**src/rtl/aer_receiver_if.sv**
```systemverilog
// AER receive-side bundle: sender request/ack pair plus the downstream event stream.
// With AER_TIMESTAMP_EN defined the bundle also carries the head-entry timestamp ev_ts.
interface aer_receiver_if #(
    parameter int unsigned ADDR_W = 2,
    parameter int unsigned LVL_W  = 3
`ifdef AER_TIMESTAMP_EN
    ,
    parameter int unsigned TS_W   = 16
`endif
);
    logic              req;
    logic [ADDR_W-1:0] addr_in;
    logic              ack;
    logic              ev_valid;
    logic [ADDR_W-1:0] ev_addr;
    logic              ev_ready;
    logic [LVL_W-1:0]  fifo_level;
    logic              stall;
`ifdef AER_TIMESTAMP_EN
    logic [TS_W-1:0]   ev_ts;
`endif

    // Receiver side of the link
    modport slave (
        input  req, addr_in, ev_ready,
        output ack, ev_valid, ev_addr, fifo_level, stall
`ifdef AER_TIMESTAMP_EN
        ,
        output ev_ts
`endif
    );

    // Sender plus downstream consumer side
    modport master (
        output req, addr_in, ev_ready,
        input  ack, ev_valid, ev_addr, fifo_level, stall
`ifdef AER_TIMESTAMP_EN
        ,
        input  ev_ts
`endif
    );
endinterface

```
**src/rtl/aer_receiver.sv**
```systemverilog
// AER receiver: synchronises the 4-phase request, captures the address, returns ack,
// and queues captured events in a small FIFO drained over valid/ready.
// Optional macro AER_TIMESTAMP_EN adds a free-running timestamp stored with each event.
module aer_receiver #(
    parameter int unsigned ADDR_W      = 2,
    parameter int unsigned SYNC_STAGES = 2,
    parameter int unsigned DEPTH       = 4,
    parameter int unsigned TS_W        = 16
) (
    input  logic          clk,
    input  logic          reset,
    aer_receiver_if.slave bus
);
    localparam int unsigned PTR_W = $clog2(DEPTH);
    localparam int unsigned LVL_W = PTR_W + 1;

    localparam logic [0:0] IDLE = 1'b0;
    localparam logic [0:0] ACK  = 1'b1;

    // Elaboration-time parameter sanity checks
    if (SYNC_STAGES < 2) begin : g_chk_sync
        $error("aer_receiver: SYNC_STAGES must be at least 2");
    end
    if ((DEPTH < 2) || ((DEPTH & (DEPTH - 1)) != 0)) begin : g_chk_depth
        $error("aer_receiver: DEPTH must be a power of 2 and at least 2");
    end
    if (TS_W == 0) begin : g_chk_ts
        $error("aer_receiver: TS_W must be at least 1");
    end

    logic [SYNC_STAGES-1:0] sync_q;
    logic                   req_s;

    logic [0:0]             state_q, state_d;
    logic                   ack_q, ack_d;
    logic                   push_c, stall_c, full_c;

    logic                   cap_vld_q;
    logic [ADDR_W-1:0]      cap_addr_q;

    logic [ADDR_W-1:0]      mem [DEPTH];
    logic [PTR_W-1:0]       wr_ptr_q, rd_ptr_q;
    logic [LVL_W-1:0]       level_q;
    logic                   wr_en_c, rd_en_c, valid_c;

    // Request synchroniser into the clk domain
    always_ff @(posedge clk or posedge reset) begin
        if (reset) begin
            sync_q <= '0;
        end else begin
            sync_q <= {sync_q[SYNC_STAGES-2:0], bus.req};
        end
    end

    assign req_s  = sync_q[SYNC_STAGES-1];
    assign full_c = (level_q == LVL_W'(DEPTH));

    // Handshake FSM state and ack registers
    always_ff @(posedge clk or posedge reset) begin
        if (reset) begin
            state_q <= IDLE;
            ack_q   <= 1'b0;
        end else begin
            state_q <= state_d;
            ack_q   <= ack_d;
        end
    end

    // Next-state logic: capture once per handshake, hold off while the FIFO is full
    always_comb begin
        state_d = state_q;
        ack_d   = 1'b0;
        push_c  = 1'b0;
        stall_c = 1'b0;
        case (state_q)
            IDLE: begin
                if (req_s) begin
                    if (!full_c) begin
                        push_c  = 1'b1;
                        ack_d   = 1'b1;
                        state_d = ACK;
                    end else begin
                        stall_c = 1'b1;
                    end
                end
            end
            ACK: begin
                ack_d = 1'b1;
                if (!req_s) begin
                    ack_d   = 1'b0;
                    state_d = IDLE;
                end
            end
            default: state_d = IDLE;
        endcase
    end

    // Capture register: address is sampled on the IDLE->ACK transition and written next cycle
    always_ff @(posedge clk or posedge reset) begin
        if (reset) begin
            cap_vld_q  <= 1'b0;
            cap_addr_q <= '0;
        end else begin
            cap_vld_q <= push_c;
            if (push_c) begin
                cap_addr_q <= bus.addr_in;
            end
        end
    end

    assign valid_c = (level_q != '0);
    assign wr_en_c = cap_vld_q;
    assign rd_en_c = valid_c && bus.ev_ready;

    // FIFO storage (no reset; output is masked while empty)
    always_ff @(posedge clk) begin
        if (wr_en_c) begin
            mem[wr_ptr_q] <= cap_addr_q;
        end
    end

    // FIFO pointers and occupancy
    always_ff @(posedge clk or posedge reset) begin
        if (reset) begin
            wr_ptr_q <= '0;
            rd_ptr_q <= '0;
            level_q  <= '0;
        end else begin
            if (wr_en_c) begin
                wr_ptr_q <= wr_ptr_q + PTR_W'(1);
            end
            if (rd_en_c) begin
                rd_ptr_q <= rd_ptr_q + PTR_W'(1);
            end
            case ({wr_en_c, rd_en_c})
                2'b10:   level_q <= level_q + LVL_W'(1);
                2'b01:   level_q <= level_q - LVL_W'(1);
                default: level_q <= level_q;
            endcase
        end
    end

`ifdef AER_TIMESTAMP_EN
    logic [TS_W-1:0] ts_q;
    logic [TS_W-1:0] cap_ts_q;
    logic [TS_W-1:0] ts_mem [DEPTH];

    // Free-running timestamp and its capture alongside the address
    always_ff @(posedge clk or posedge reset) begin
        if (reset) begin
            ts_q     <= '0;
            cap_ts_q <= '0;
        end else begin
            ts_q <= ts_q + TS_W'(1);
            if (push_c) begin
                cap_ts_q <= ts_q;
            end
        end
    end

    // Timestamp storage parallel to the address FIFO
    always_ff @(posedge clk) begin
        if (wr_en_c) begin
            ts_mem[wr_ptr_q] <= cap_ts_q;
        end
    end

    assign bus.ev_ts = valid_c ? ts_mem[rd_ptr_q] : '0;
`endif

    assign bus.ack        = ack_q;
    assign bus.stall      = stall_c;
    assign bus.ev_valid   = valid_c;
    assign bus.ev_addr    = valid_c ? mem[rd_ptr_q] : '0;
    assign bus.fifo_level = level_q;
endmodule

```
**src/flat_wrapper.sv**
```systemverilog
// flat-port wrapper written by rule: the top's interface ports become plain ports
module aer_receiver_flat 
#(
    parameter int unsigned ADDR_W      = 2,
    parameter int unsigned SYNC_STAGES = 2,
    parameter int unsigned DEPTH       = 4,
    parameter int unsigned TS_W        = 16
)
  (clk, reset, bus_req, bus_addr_in, bus_ev_ready, bus_ack, bus_ev_valid, bus_ev_addr, bus_fifo_level, bus_stall);
  aer_receiver_if #(.ADDR_W(ADDR_W), .LVL_W(($clog2(DEPTH) + 1))) bus_i ();
  input  logic clk;
  input  logic reset;
  input wire logic [$bits(bus_i.req)-1:0] bus_req;
  input wire logic [$bits(bus_i.addr_in)-1:0] bus_addr_in;
  input wire logic [$bits(bus_i.ev_ready)-1:0] bus_ev_ready;
  output wire logic [$bits(bus_i.ack)-1:0] bus_ack;
  output wire logic [$bits(bus_i.ev_valid)-1:0] bus_ev_valid;
  output wire logic [$bits(bus_i.ev_addr)-1:0] bus_ev_addr;
  output wire logic [$bits(bus_i.fifo_level)-1:0] bus_fifo_level;
  output wire logic [$bits(bus_i.stall)-1:0] bus_stall;
  assign bus_i.req = bus_req;
  assign bus_i.addr_in = bus_addr_in;
  assign bus_i.ev_ready = bus_ev_ready;
  assign bus_ack = bus_i.ack;
  assign bus_ev_valid = bus_i.ev_valid;
  assign bus_ev_addr = bus_i.ev_addr;
  assign bus_fifo_level = bus_i.fifo_level;
  assign bus_stall = bus_i.stall;
  aer_receiver #(.ADDR_W(ADDR_W), .SYNC_STAGES(SYNC_STAGES), .DEPTH(DEPTH), .TS_W(TS_W)) u_core (.clk(clk), .reset(reset), .bus(bus_i));
endmodule
```
**config.mk**
```make
export PLATFORM = sky130hd
export DESIGN_NAME = aer_receiver_flat
export DESIGN_NICKNAME = d
export VERILOG_FILES = /design/src/rtl/aer_receiver_if.sv /design/src/rtl/aer_receiver.sv /design/src/flat_wrapper.sv
export SDC_FILE = /design/constraint.sdc
export NUM_CORES = 1
export LEC_CHECK = 0
export BUFFER_PORTS_ARGS = -buffer_cell sky130_fd_sc_hd__buf_2
export CORE_MARGIN = 1
export CORE_UTILIZATION = 45
export CTS_CLUSTER_DIAMETER = 120
export CTS_CLUSTER_SIZE = 28
export DETAILED_ROUTE_END_ITERATION = 8
export PLACE_DENSITY = 0.66
export SLEW_MARGIN = 10
export SYNTH_ARGS = -nofsm -noshare
export SYNTH_HDL_FRONTEND = slang
export SYNTH_SLANG_ARGS = --single-unit
```
**constraint.sdc**
```tcl
create_clock -name clk -period 2.7 [get_ports clk]
set_input_delay 0.405 -clock clk [delete_from_list [all_inputs] [get_ports clk]]
set_output_delay 0.405 -clock clk [all_outputs]
set_load 0.01 [all_outputs]
```
==> impl_metrics.env <==
export IMPL_status="finished, final reports clean"
export IMPL_antenna_cells=0
export IMPL_grt_pass1_wl_mm=1.81
export IMPL_drtIter0Drc=5
export IMPL_yosys_top_cells_area="dfrtp_1 36%, edfxtp_1 26%, ha_1 6.8%"
export IMPL_start_util_pct=50.2
export IMPL_grt_use_met1_pct=16.2
export IMPL_insertion_delay_ns=0.30
export IMPL_first_pass_iters=3
export IMPL_synth_top_area_share_pct=35.6
export IMPL_cts_path_max_buffers=2
export IMPL_core_um2=1820
export IMPL_hpwl_um=938
export IMPL_avgViaCountPerCell=4.75
export IMPL_rows=15
export IMPL_fmax_mhz=495
export IMPL_setup_tns_ns=0
export IMPL_final_antenna_net_count=0
export IMPL_ctsResizeCount=0
export IMPL_cts_tree="done"
export IMPL_synth_warnings=0
export IMPL_wl_per_cell_um=11.6
export IMPL_grt_pass1_vias=427
export IMPL_finClkSkew_ns=0.0129
export IMPL_place_port_buffers=13
export IMPL_avgSynthCellArea_um2=14.5
export IMPL_design_area_um2=1040
export IMPL_routabilityCongestion=0.706
export IMPL_drive_gt1_share_pct=27.5
export IMPL_maxSlewHeadroom_pct=67.0
export IMPL_synthDistinctLibCells=21
export IMPL_clock_sinks=21
export IMPL_fin_crit_sh_pct=74.9
export IMPL_r2r_cells=8
export IMPL_syn_num_nets=75
export IMPL_area_growth_pct=13.6
export IMPL_end_kind="output pin"
export IMPL_vias=499
export IMPL_hold_viol_final=0
export IMPL_crit_fanout=4
export IMPL_synth_common_cells="13 x dfrtp_1, 8 x edfxtp_1, 7 x inv_1"
export IMPL_setup_viol=0
export IMPL_grt_max_degree=14
export IMPL_tightest_slew_ns=0.495
export IMPL_start_kind="flop"
export IMPL_post_cts_setup_buffers=0
export IMPL_pin_count=14
export IMPL_synth_largest_area_cell="dfrtp_1"
export IMPL_cts_htree_levels=1
export IMPL_p_per_area_nw_per_um2=1010
export IMPL_path_class="reg -> out"
export IMPL_drc=0
export IMPL_rsz0062_at_grt="false"
export IMPL_yosys_register_bits=21
export IMPL_cp_arrival_ns=1.62
export IMPL_hold_path_class="in -> async"
export IMPL_fin_nets=93
export IMPL_cts_hold_buf=0
export IMPL_synth_ff_type="dfrtp_1"
export IMPL_synth_most_common_cell="dfrtp_1"
export IMPL_fin_crit_ns=2.02
export IMPL_met2_usage_pct=18.9
export IMPL_finalMaxSlewViolations=0
export IMPL_yosysSeqAreaShare_pct=61.9
export IMPL_leakage_nw=0.468
export IMPL_wl_mm=1.22
export IMPL_antenna_found_initial=0
export IMPL_synth_async_reset_ratio_pct=61.9
export IMPL_clk_pin_slew_worst_paths_ns=0.12
export IMPL_grt_overflow_total=0
export IMPL_gr_usage_all_layers_pct=12.7
export IMPL_use_met3_pct=2.31
export IMPL_die_w_um=47.1
export IMPL_die_area_um2=2210
export IMPL_ir_worst_vdd_v=0.000594
export IMPL_die_h_um=47.1
export IMPL_postSynthCellCount=63
export IMPL_cts_inserted_buffers=3
export IMPL_clockRootBuffer="clkbuf_4"
export IMPL_synthesis_area_um2=913
export IMPL_synth_edf_count=8
export IMPL_maxCapViolations=0
export IMPL_placed_cell_area_um2=1010
export IMPL_required_ns=2.30
export IMPL_grt_busiest_layer="met2"
==> kinds of logic after synthesis <==
logic type	Yosys count	synth area share (%)
flops	21	61.9
simple gates	15	9.59
buf+inv	7	2.88
xor+xnor	6	5.75
fa+ha+maj	6	9.04
mux	5	8.90
compound gates	3	1.92
==> power breakdown <==
part           switching, mW  leakage, nW  internal [mW]
combinational          0.171        0.223          0.193
sequential            0.0951        0.227          0.444
clock                 0.0939       0.0177         0.0552
total                  0.360        0.468          0.692
==> critical path, stage by stage (launching register included) <==
cell and delay, ns:
dfrtp_1 0.46, mux4_1 0.56, and2_1 0.16, buf_2 0.13
==> cell type report <==
| type | count | area (um2) |
|---|---|---|
| tap | 25 | 31.3 |
| multi-input combinational | 35 | 322 |
| timing repair buffer | 13 | 65.1 |
| clock inverter | 1 | 5.00 |
| clock buffer | 3 | 22.5 |
| sequential | 21 | 566 |
| inverter | 7 | 26.3 |
| fill | 148 | 783 |
==> registers in the layout, indices dropped and copies added (netlist names) <==
name,cells
u_core.cap_addr_q,2
u_core.mem,8
u_core.rd_ptr_q,2
u_core.bus.fifo_level,3
u_core.state_q,1
u_core.wr_ptr_q,2
u_core.cap_vld_q,1
u_core.sync_q,2
==> per-layer routing <==
layer,vias to the layer above,wire length [um]
met4,0,40
li1,244,-
met2,13,543
met5,-,0
met3,4,45
met1,238,585
==> stage by stage <==
stage | power (mW) | hold slack, ns | worst slack, ns | instances | utilization, %
final | 1.05 | 0.0946 | 0.678 | 105 | 57.0
after global routing | 1.13 | 0.134 | 0.577 | 105 | 57.0
after CTS | 1.07 | 0.111 | 0.656 | 105 | 57.0
after detailed placement | 0.917 | 0.337 | 0.750 | 101 | 55.5
after global placement | 0.911 | 0.332 | 0.783 | 101 | 55.5
after floorplan | 0.800 | 0.282 | 0.769 | 63 | -
==> layout by cell type (no fill, tap or decap), drive strengths merged <==
cell    netlist  final
buf           0     13
dfrtp        13     13
edfxtp        8      8
inv           7      7
and2          7      7
ha            5      5
xor2          4      4
nor2          3      3
clkbuf        0      3
xnor2         2      2
mux2          2      2
nand2         2      2
mux4          2      2
nand2b        1      1
a21oi         1      1
mux2i         1      1
or3           1      1
o21a          1      1
o21ai         1      1
nand3         1      1
fa            1      1
clkinv        0      1
==> final timing paths <==
check                                         start                  endpoint  slack [ns]
max reg2reg                u_core.bus.fifo_level[0]  u_core.bus.fifo_level[2]        0.74
max                              u_core.rd_ptr_q[0]            bus_ev_addr[0]        0.68
min in group clk                            bus_req          u_core.sync_q[0]        0.19
min reg2reg                        u_core.sync_q[0]          u_core.sync_q[1]        0.36
max in group asynchronous                     reset        u_core.rd_ptr_q[1]        2.26
min                                           reset        u_core.wr_ptr_q[0]        0.09
Power figures use the tool's default switching activity.
